## config.mk

```make
export PLATFORM = sky130hd
export DESIGN_NAME = bus_transfer_ctrl
export DESIGN_NICKNAME = d
export VERILOG_FILES = /design/src/rtl/bus_transfer_ctrl.sv
export SDC_FILE = /design/constraint.sdc
export NUM_CORES = 1
export LEC_CHECK = 0
export BUFFER_PORTS_ARGS = -buffer_cell sky130_fd_sc_hd__buf_2
export CAP_MARGIN = 20
export CORE_ASPECT_RATIO = 1.75
export CORE_MARGIN = 2
export CORE_UTILIZATION = 30
export CTS_BUF_LIST = sky130_fd_sc_hd__clkbuf_8
export CTS_CLUSTER_DIAMETER = 100
export DETAILED_ROUTE_END_ITERATION = 10
export PLACE_DENSITY_LB_ADDON = 0.3
export SETUP_SLACK_MARGIN = 0.02
export SLEW_MARGIN = 40
export SYNTH_ARGS = -nofsm -noshare
export SYNTH_HDL_FRONTEND = slang
export SYNTH_SLANG_ARGS = --single-unit
export TNS_END_PERCENT = 100
```

## constraint.sdc

```tcl
create_clock -name clk -period 1.5 [get_ports clk]
set_clock_uncertainty 0.05 [all_clocks]
set_input_delay 0 -clock clk [delete_from_list [all_inputs] [get_ports clk]]
set_output_delay 0 -clock clk [all_outputs]
set_load 0.03 [all_outputs]
```

## src/rtl/bus_transfer_ctrl.sv

```systemverilog
// ============================================================================
// bus_transfer_ctrl: sequences one-word register-to-register moves over a
// shared tri-state bus. Optional transfer counter: define XFER_COUNT_EN.
// Revision: 1.0
// ============================================================================
`default_nettype none

module bus_transfer_ctrl #(
    parameter int NREG = 4
) (
    input  logic            clk,
    input  logic            rst_n,
    input  logic            req,
    input  logic [1:0]      src,
    input  logic [1:0]      dst,
    input  logic [3:0]      bus_in,
    output logic [NREG-1:0] oe,
    output logic [NREG-1:0] en,
    output logic            busy,
    output logic            ack,
    output logic            err,
`ifdef XFER_COUNT_EN
    output logic [7:0]      xfer_cnt,
`endif
    output logic [3:0]      data_out
);

    typedef enum logic [1:0] {
        IDLE    = 2'd0,
        DRIVE   = 2'd1,
        LOAD    = 2'd2,
        RELEASE = 2'd3
    } state_t;

    state_t          state_q;
    logic [1:0]      src_q;
    logic [1:0]      dst_q;
    logic [NREG-1:0] oe_q;
    logic [NREG-1:0] en_q;
    logic            busy_q;
    logic            ack_q;
    logic            err_q;
    logic            armed_q;
    logic [3:0]      data_q;
    logic            req_valid;
    logic            sample_d;

    function automatic logic [NREG-1:0] sel(input logic [1:0] idx);
        logic [NREG-1:0] v;
        v = '0;
        for (int i = 0; i < NREG; i++) begin
            if (int'(idx) == i) begin
                v[i] = 1'b1;
            end
        end
        return v;
    endfunction

    assign req_valid = (src != dst) && (int'(src) < NREG) && (int'(dst) < NREG);

    // RELEASE doubles as an IDLE sample point so a held req restarts three
    // cycles after the previous DRIVE while oe stays low for that one cycle.
    // armed_q blocks acceptance at the first edge after reset release.
    assign sample_d = req && armed_q && ((state_q == IDLE) || (state_q == RELEASE));

`ifdef XFER_COUNT_EN
    logic [7:0] cnt_q;
    assign xfer_cnt = cnt_q;
`endif

    always_ff @(posedge clk or negedge rst_n) begin
        if (!rst_n) begin
            state_q <= IDLE;
            src_q   <= 2'd0;
            dst_q   <= 2'd0;
            oe_q    <= '0;
            en_q    <= '0;
            busy_q  <= 1'b0;
            ack_q   <= 1'b0;
            err_q   <= 1'b0;
            armed_q <= 1'b0;
            data_q  <= 4'h0;
`ifdef XFER_COUNT_EN
            cnt_q   <= 8'd0;
`endif
        end else begin
            armed_q <= 1'b1;
            ack_q   <= 1'b0;
            err_q   <= 1'b0;
            case (state_q)
                IDLE, RELEASE: begin
                    oe_q    <= '0;
                    en_q    <= '0;
                    busy_q  <= 1'b0;
                    state_q <= IDLE;
                    if (sample_d) begin
                        if (req_valid) begin
                            src_q   <= src;
                            dst_q   <= dst;
                            oe_q    <= sel(src);
                            busy_q  <= 1'b1;
                            state_q <= DRIVE;
                        end else begin
                            err_q   <= 1'b1;
                        end
                    end
                end
                DRIVE: begin
                    oe_q    <= sel(src_q);
                    en_q    <= sel(dst_q);
                    state_q <= LOAD;
                end
                LOAD: begin
                    oe_q    <= '0;
                    en_q    <= '0;
                    ack_q   <= 1'b1;
                    data_q  <= bus_in;
                    state_q <= RELEASE;
`ifdef XFER_COUNT_EN
                    cnt_q   <= cnt_q + 8'd1;
`endif
                end
                default: begin
                    state_q <= IDLE;
                end
            endcase
        end
    end

    assign oe       = oe_q;
    assign en       = en_q;
    assign busy     = busy_q;
    assign ack      = ack_q;
    assign err      = err_q;
    assign data_out = data_q;

endmodule

`default_nettype wire
```

==> metrics.yaml <==
dpl_worst_slack_ns: -0.0225
report.final.hold_viol_count: 1
final.min_clock_period_ns: 1.47
ant_nets: 0
worstSkewPairLatency_ns: 0.26
rows: 25
dpl.hpwl_um: 1250
final_max_slew_viol_count: 0
rsz0062_at_grt: "yes"
first_pass_iters: 4
crit_buf_inv: 0
io_pins: 26
cp-end-kind: "flop"
cp_slowest_stage_delay_ns: 0.42
post_dp_cell_area_um2: 1040
postRouteWirelength_um: 1760
ys_ff_latch: 22
reg2reg_from: "state_q[1]"
worstPathRequired_ns: 1.60
yosysSeqAreaShare: 0.652
hp-start: "req"
cpMaxStageDelayCell: "dfrtp_1"
peakVddDrop_uv: 667
worstRegToRegCells: 4
wl_per_cell_um: 13.7
grt_pass1_vias: 616
dr_total_vias: 602
cts_sinks: 22
cts_buffers: 3
crit_family: "flip-flops"
cts-root-buf: "clkbuf_8"
initial_core_util: 0.314
synth_cell_types: 19
synth_nets: 73
die_w_um: 44.1
grt-ovfl-total: 0
gp_congestion: 0.740
fmax_mhz: 682
r2r_slack_ns: 0.03
fp.dieH_um: 74.2
core_um2: 2690
post-route-cell-area_um2: 1230
hold_slack_ns: -0.000959
crit_arrival_ns: 1.56
path_cells: "ha_4 > nand3_4 > a21oi_4 > mux2_2"
cts_tree: "built"
yosys_warnings: 0
syn_area_per_cell_um2: 14.1
p_per_area_nw_per_um2: 1880
diodes: 0
grt_pass1_wl_um: 2820
grt_use_total: 0.123
first_iter_violations: 10
whs_endpoint: "err"
cts.clk_slew.worst_paths_ns: 0.08
drive_above_1_share: 0.505
cts-htree-levels: 1
port_buffers: 25
r2r_end: "dst_q[1]"
antenna_found_initial: 0
setup_ws_ns: 0.0339
syn_inst: 60
hold_depth: 3
clk_path_buf_depth: 2
setup_viol: 0
fin_crit_sh: 0.977
grt_max_degree: 23
worstHoldPathType: "input pin to flop"
die_area_um2: 3270
syn_to_final_growth_pct: 45.8
p_leak_uw: 0.000634
worstSetupStartpointType: "flop"
crit_type: "flop to flop"
path_max_fanout: 3
layout.nets: 115
violations: "negative hold slack"
outcome: "finished with violations"
maxCapViolations: 0
drc: 0
synth.cell_area_um2: 845
vias_per_cell: 4.70
[final cells by class]
class                           instances  area (um2)
Fill cell                             257        1460
Sequential cell                        22         551
Multi-Input combinational cell         33         338
Timing Repair Buffer                   37         235
Clock buffer                            4        55.1
Tap cell                               27        33.8
Inverter                                5        18.8
[power breakdown]
part	internal, uW	switching, uW	leakage [uW]	total (uW)
logic	455	537	0.000325	992
clock network	234	184	0.0000288	418
registers	787	120	0.000281	907
total	1480	842	0.000634	2320
[cell usage in the layout, fill, tap and decap left out, types with 2 or more instances in the layout]
cell	n
buf_2	25
mux2_4	2
inv_1	5
a21o_2	2
nor2_1	3
nand2_1	3
dlygate4sd3_1	8
dfrtp_1	22
buf_4	4
clkbuf_8	4
mux2_2	6
[worst register-to-register path: stages, from the launching register on]
cell,delay [ns]
dfrtp_1,0.42
ha_4,0.30
nand3_4,0.08
a21oi_4,0.17
mux2_2,0.35
[cell usage after synthesis]
| cell type | count | area share |
|---|---|---|
| a21o_2 | 3 | 0.031 |
| a21oi_2 | 1 | 0.010 |
| a22o_1 | 1 | 0.010 |
| a32o_1 | 1 | 0.012 |
| and3_1 | 1 | 0.0074 |
| and3b_1 | 1 | 0.010 |
| conb_1 | 1 | 0.0044 |
| dfrtp_1 | 22 | 0.65 |
| ha_1 | 2 | 0.030 |
| inv_1 | 5 | 0.022 |
| mux2_2 | 6 | 0.080 |
| mux2_4 | 2 | 0.036 |
| nand2_1 | 3 | 0.013 |
| nand3_1 | 2 | 0.012 |
| nor2_1 | 3 | 0.013 |
| nor3b_1 | 2 | 0.018 |
| o22ai_1 | 1 | 0.0074 |
| o32ai_1 | 1 | 0.010 |
| xnor2_1 | 2 | 0.021 |
[routing by layer]
layer	vias to the layer above	share of wire	GRT usage
met1	294	0.35	0.119
met2	18	0.59	0.227
li1	285	-	-
met5	-	0	0
met4	0	0.030	0.0808
met3	5	0.031	0.0218
[state kept, by name, indices dropped and copies added (netlist names)]
register	flops
data_out	4
en	4
oe	4
dst_q	2
src_q	2
state_q	2
ack	1
armed_q	1
busy	1
err	1
[how the worst max path moves through the flow]
stage / startpoint / to / slack [ns] / cells past startpoint
2_1_floorplan: state_q[0] / src_q[0] / 0.03 / 5
3_3_place_gp: state_q[0] / oe[0] / 0.02 / 5
3_5_place_dp: state_q[0] / oe[0] / -0.02 / 5
4_1_cts: state_q[1] / dst_q[0] / 0.04 / 4
5_1_grt: state_q[1] / dst_q[1] / -0.04 / 4
6_report: state_q[1] / dst_q[1] / 0.03 / 4
[metrics by stage]
stage	total power, uW	utilization	setup TNS, ns	instances
floorplan	1500	-	0	60
global placement	1760	0.386	0	115
detailed placement	1790	0.386	-0.0225	115
finish	2320	0.458	0	128
CTS	2310	0.451	0	128
global route	2460	0.458	-0.0922	128
[repair_timing]
item | 4_1_cts | 5_1_grt
setup buffers | 1 | 0
gates resized for setup | 4 | 3
hold buffers | 8 | 0
cloned | 0 | 0
hold endpoints to repair | 29 | 0
setup endpoints to repair | 6 | 8
[logic make-up after synthesis]
family | after synthesis | share of synthesized area
AOI/OAI and AO/OA | 8 | 0.0815
xor gates and xnor gates | 2 | 0.0207
adders and majority gates | 2 | 0.0296
buffers and inverters | 5 | 0.0222
DFF | 22 | 0.652
muxes | 8 | 0.116
other | 1 | 0.00444
and+or+nand+nor | 12 | 0.0741
Note: power is estimated with default switching activity, not from simulation.
